$ cat src/rtl/prbs8_checker_pkg.sv
// Shared constants, FSM encoding and the reference-sequence step function for the PRBS8 checker.
// No logic of its own.
package prbs8_checker_pkg;

    localparam logic [7:0] PRBS_SEED = 8'h06;
    localparam int         LOCK_RUN  = 16;
    localparam int         WINDOW    = 16;
    localparam int         LOSS_ERRS = 4;
    localparam int         ERR_W     = 8;

    typedef enum logic {
        ST_HUNT = 1'b0,
        ST_LOCK = 1'b1
    } state_e;

    // One step of the upstream generator: feedback taps on bits 4/2/0, inversions on bits 2/1.
    function automatic logic [7:0] prbs8_next(input logic [7:0] s);
        logic       f;
        logic [7:0] n;
        f    = s[0];
        n[7] = f;
        n[6] = s[7];
        n[5] = s[6];
        n[4] = s[5] ^ f;
        n[3] = s[4];
        n[2] = ~(s[3] ^ f);
        n[1] = ~s[2];
        n[0] = s[1] ^ f;
        return n;
    endfunction

endpackage

$ cat src/rtl/prbs8_ref.sv
// Local copy of the upstream PRBS8 generator; steps once per cycle while EN is high.
// Latency 1; holds its state when EN is low.
module prbs8_ref
    import prbs8_checker_pkg::*;
(
    input  logic       CLK,
    input  logic       RESET,
    input  logic       EN,
    output logic [7:0] STATE
);

    logic [7:0] state_q;
    logic [7:0] state_d;

    always_comb begin
        state_d = state_q;
        if (EN) begin
            state_d = prbs8_next(state_q);
        end
    end

    always_ff @(posedge CLK) begin
        if (RESET) begin
            state_q <= PRBS_SEED;
        end else begin
            state_q <= state_d;
        end
    end

    assign STATE = state_q;

endmodule

$ cat config.mk
export PLATFORM = sky130hd
export DESIGN_NAME = prbs8_ref
export DESIGN_NICKNAME = d
export VERILOG_FILES = /design/src/rtl/prbs8_checker_pkg.sv /design/src/rtl/prbs8_ref.sv
export SDC_FILE = /design/constraint.sdc
export NUM_CORES = 1
export LEC_CHECK = 0
export BUFFER_PORTS_ARGS = -buffer_cell sky130_fd_sc_hd__clkbuf_2
export CORE_AREA = 4 4 41 43
export CTS_CLUSTER_DIAMETER = 80
export DETAILED_ROUTE_END_ITERATION = 6
export DIE_AREA = 0 0 45 47
export HOLD_SLACK_MARGIN = 0.12
export PLACE_DENSITY = 0.55
export SYNTH_ARGS = -nofsm -noshare
export SYNTH_HDL_FRONTEND = slang
export SYNTH_SLANG_ARGS = --single-unit
$ cat constraint.sdc
create_clock -name CLK -period 2 [get_ports CLK]
set_input_delay 0.3 -clock CLK [delete_from_list [all_inputs] [get_ports CLK]]
set_output_delay 0.3 -clock CLK [all_outputs]
set_load 0.1 [all_outputs]
Word level (Yosys, flattened, before mapping)
Cells that the tools add are included.
- bits in writable memories: 0
- memory bits (read-only): 0
- output and inout bits: 8
- memories kept: 0
- register bits: 8
- logic and storage cells: 6
- latch bits: 0
- bitwise operators: 5
- multipliers: 0
- shifts and indexed selects: 0
- divide/modulo/power cells: 0
- reductions and logical operators: 0
- add/sub/neg operators: 0
- mux-type cells: 0
- equal/unequal tests: 0
- magnitude comparators: 0
- operator list (operator ; count):
    $xor 1x1->1 ; 3
    $not 1->1 ; 2

Logic depth before layout (Yosys ltp)
- depth in word-level cells: 2
- gate-level depth with buffers: 3
- mapped depth without buffers: 2

Least setup slack after synthesis
No wires, ideal clock.
- path kind: register -> register
- start: register state_q[0] (netlist: STATE[0])
- end: register state_q[2] (netlist: STATE[2])
- arrival time: 1.459 ns
- required time: 1.880 ns
- buffers on the path: 0
- library setup time: 0.120 ns
- path slack: 0.421 ns
- stages on the path, launching flop included: 3
- path through: dfxtp_1 > xnor2_1 > a211o_1
- word-level cells in the longest chain between the ends: 2
- ends and longest elaborated chain (item ; RTL line ; source):
    from (decl) ; prbs8_ref.sv:12 ; logic [7:0] state_q;
    from (signal assigned) ; prbs8_ref.sv:26 ; state_q <= state_d;
    $xor 1x1->1 ; prbs8_checker_pkg.sv:26 ; n[2] = ~(s[3] ^ f);
    $not 1->1 ; prbs8_checker_pkg.sv:26 ;
Every way passes these cells.
A chain may end at the register's enable or synchronous reset.

Worst setup path after layout
- start: register state_q[0] (netlist: STATE[0])
- end: output STATE[0]
- RTL lines (item ; RTL line ; source):
    to (decl) ; prbs8_ref.sv:9 ; output logic [7:0] STATE
No word-level cell between the ends.

==> results summary <==
Compared with the post-synthesis result, the final layout area differs by 26.8%. The clock slew seen by the registers of the worst setup and hold paths is 0.05 ns. Yosys mapped the design onto 15 distinct sky130hd cell types.

The proportion of total power due to net switching came out at 0.348. Counting tap cells, the placed design contains a total of 53 instances. The max-capacitance violation count came out at 0. Entering global routing, the biggest net connects 13 pins. The required time reported for the critical path endpoint came out at 1.70 ns. In this run, synthesis produced a sequential element count of 8. Wires add up to 569 um. The count of unresolved DRC violations after routing came out at 0.

The detail-routed via count per cell came out at 4.21. The setup slack at placement is 0.783 ns. The cell area after synthesis is 308 um^2.

The internal cell power came out at 0.256 mW. The routed via count is 236. The worst-case vdd ir drop is 343 uV. The cell sitting at the root of the clock tree is a clkbuf_4. The final sum of negative setup slack came out at 0 ns. The logic gate share of total power came out at 0.243. The wire length per cell after detailed routing is 10.2 um. The number of clock sinks came out at 8. Of the total power, registers draw 0.448. The flip-flop count of the largest register after layout came out at 8. The first-pass GRT wire length came out at 1010 um. The post-route worst setup slack came out at 0.523 ns. The worst setup path is of the flop to output pin kind. The first detailed-routing pass took 4 iterations. The initial cell density of the core came out at 0.237.

The number of design-rule violations left by the first detailed-router iteration is 4. The number of max-slew violations in the final report came out at 0. The signal on the critical path passes through clkbuf_2. The number of global-route vias before repair was 229. The library cells used most frequently in the layout, excluding fill and tap cells, are clkbuf_2 (10), dfxtp_1 (8), nor2_1 (5). The largest incremental delay on the critical path came out at 0.50 ns. The clock network latency to the later pin of the worst-skew pair is 0.25 ns. The remaining global-route overflow is 0. The CTS buffer count is 3. Among all stages on the critical path, the largest delay is contributed by clkbuf_2.

The post-synthesis sequential area ratio came out at 0.520. The post-cts resize count came out at 0. Leaving out fill and tap cells, the most frequent cell in the layout is clkbuf_2.

The part of the total power dissipated in the clock network is 0.309. The type of the most critical hold path is input pin to flop. The post-CTS setup repair buffer count is 0. The total power consumption of the routed design is 0.393 mW. The power per standard cell area is 1010 nW/um^2. The H-tree depth is 1. The number of nets in the synthesized netlist is 33. The total leakage power is 0.179 nW. The number of failing setup endpoints in the final timing report came out at 0. TritonCTS built the clock tree.

The floorplan step set the die width to 45 um. The sum of buffers and inverters on the critical path came out at 1. The maximum clock frequency came out at 677 MHz.

Routability-driven placement finished with a final weighted congestion of 0.620. The gate count after technology mapping came out at 30. The highest fanout seen on the critical path came out at 6. The y dimension of the die is 47 um. The net switching component of the power is 0.137 mW.

The run finished with clean final reports. The number of warnings reported in the yosys synthesis log is 0. The initial antenna violation count came out at 0. The count of nets left with antenna violations once routing finished came out at 0. The setup clock skew after layout is 0.00303 ns.

The layout has 150 filler cells. At the end of the flow the core is filled with cells to 0.300. The period utilization is 0.739. The number of placement rows is 13. The worst-margin pin slew is 0.541 ns. Of the cells placed in the final design, the portion with a size suffix greater than 1 is 0.366.

The arrival time at the worst endpoint came out at 1.18 ns. The deepest clock path buffer count came out at 2. The number of I/O pins came out at 11.

The worst setup path is captured at an output pin. The worst pin sits at a relative slew slack of 0.641. In the global route stage, overall resource usage came out at 0.0755.

Setup repair after global routing left no endpoint under its margin. The layout net count came out at 46. The worst setup path is launched from a flop. The final standard cell count with taps included and fillers excluded came out at 56. After layout, the minimum clock period comes to 1.48 ns.

The number of hold violations in the final report was 0. During placement, the flow inserted port buffers numbering 10. The core region is 1300 um^2. The average instance in the mapped netlist occupies 10.3 um^2. The category of cells accounting for the largest share of critical-path delay is buffers and inverters. The number of diodes is 0.

The die outline area came out at 2120 um^2. After clock tree synthesis, the flow added hold-fix buffers numbering 0.
-- power by group through the flow --
stage	Sequential (mW)	Clock (mW)	Combinational, mW
floorplan	0.239	0	0.0233
global placement	0.179	0	0.0964
detailed placement	0.180	0	0.0959
CTS	0.177	0.129	0.0962
global route	0.178	0.140	0.101
finish	0.176	0.122	0.0955
-- cell usage after synthesis --
master / number / share of area
a21o_1: 1 / 0.024
nand2_1: 1 / 0.012
buf_2: 1 / 0.016
nor2_1: 5 / 0.061
a21oi_1: 1 / 0.016
clkbuf_1: 1 / 0.012
a211oi_1: 1 / 0.024
dfxtp_1: 8 / 0.52
or2_2: 1 / 0.020
nand3b_1: 1 / 0.024
nor2b_1: 1 / 0.020
a211o_1: 1 / 0.028
a21bo_2: 1 / 0.033
mux2i_1: 4 / 0.13
xnor2_1: 2 / 0.057
-- area by class of cell --
type	count	area, um^2	area share
clock buffers	3	22.5	0.0577
multi-input cells	20	139	0.356
flip-flops and latches	8	160	0.410
well taps	15	18.8	0.0481
repair buffers	10	50.0	0.128
-- stage by stage --
step,instance area [um^2],hold WS [ns]
6_report,390,0.320
5_1_grt,390,0.345
4_1_cts,390,0.316
3_5_place_dp,368,0.486
3_3_place_gp,368,0.485
2_1_floorplan,308,0.501
-- worst reg2reg max path: cells and delay by family, from the launching register on --
kind	cells	cell delay, ns
XOR/XNOR	1	0.10
AO/OA/AOI/OAI	1	0.28
flip-flops	1	0.43
-- worst paths after layout --
| kind | start | endpoint | slack, ns | cells past startpoint |
|---|---|---|---|---|
| worst min register to register | STATE[2]$_SDFFE_PP1P_ | STATE[1]$_SDFFE_PP1P_ | 0.50 | 2 |
| worst max-delay path | STATE[0]$_SDFFE_PP0P_ | STATE[0] | 0.52 | 1 |
| worst max register to register | STATE[0]$_SDFFE_PP0P_ | STATE[2]$_SDFFE_PP1P_ | 1.08 | 2 |
| worst min-delay path | RESET | STATE[0]$_SDFFE_PP0P_ | 0.32 | 2 |
-- logic make-up after synthesis --
family                    count (synthesis)  share of synthesized area
and+or+nand+nor                           9                      0.138
buffers and inverters                     2                     0.0284
muxes                                     4                      0.130
xor gates and xnor gates                  2                     0.0569
DFF                                       8                      0.520
AOI/OAI and AO/OA                         5                      0.126
-- per-layer routing --
layer / vias to the layer above / global-route usage / routed length (um)
li1: 123 / - / -
met1: 101 / 0.0901 / 276
met2: 12 / 0.0819 / 208
met3: 0 / 0.0805 / 84
met4: 0 / 0.0351 / 0
met5: - / 0 / 0
No activity file was read; power rests on OpenSTA's default activity.
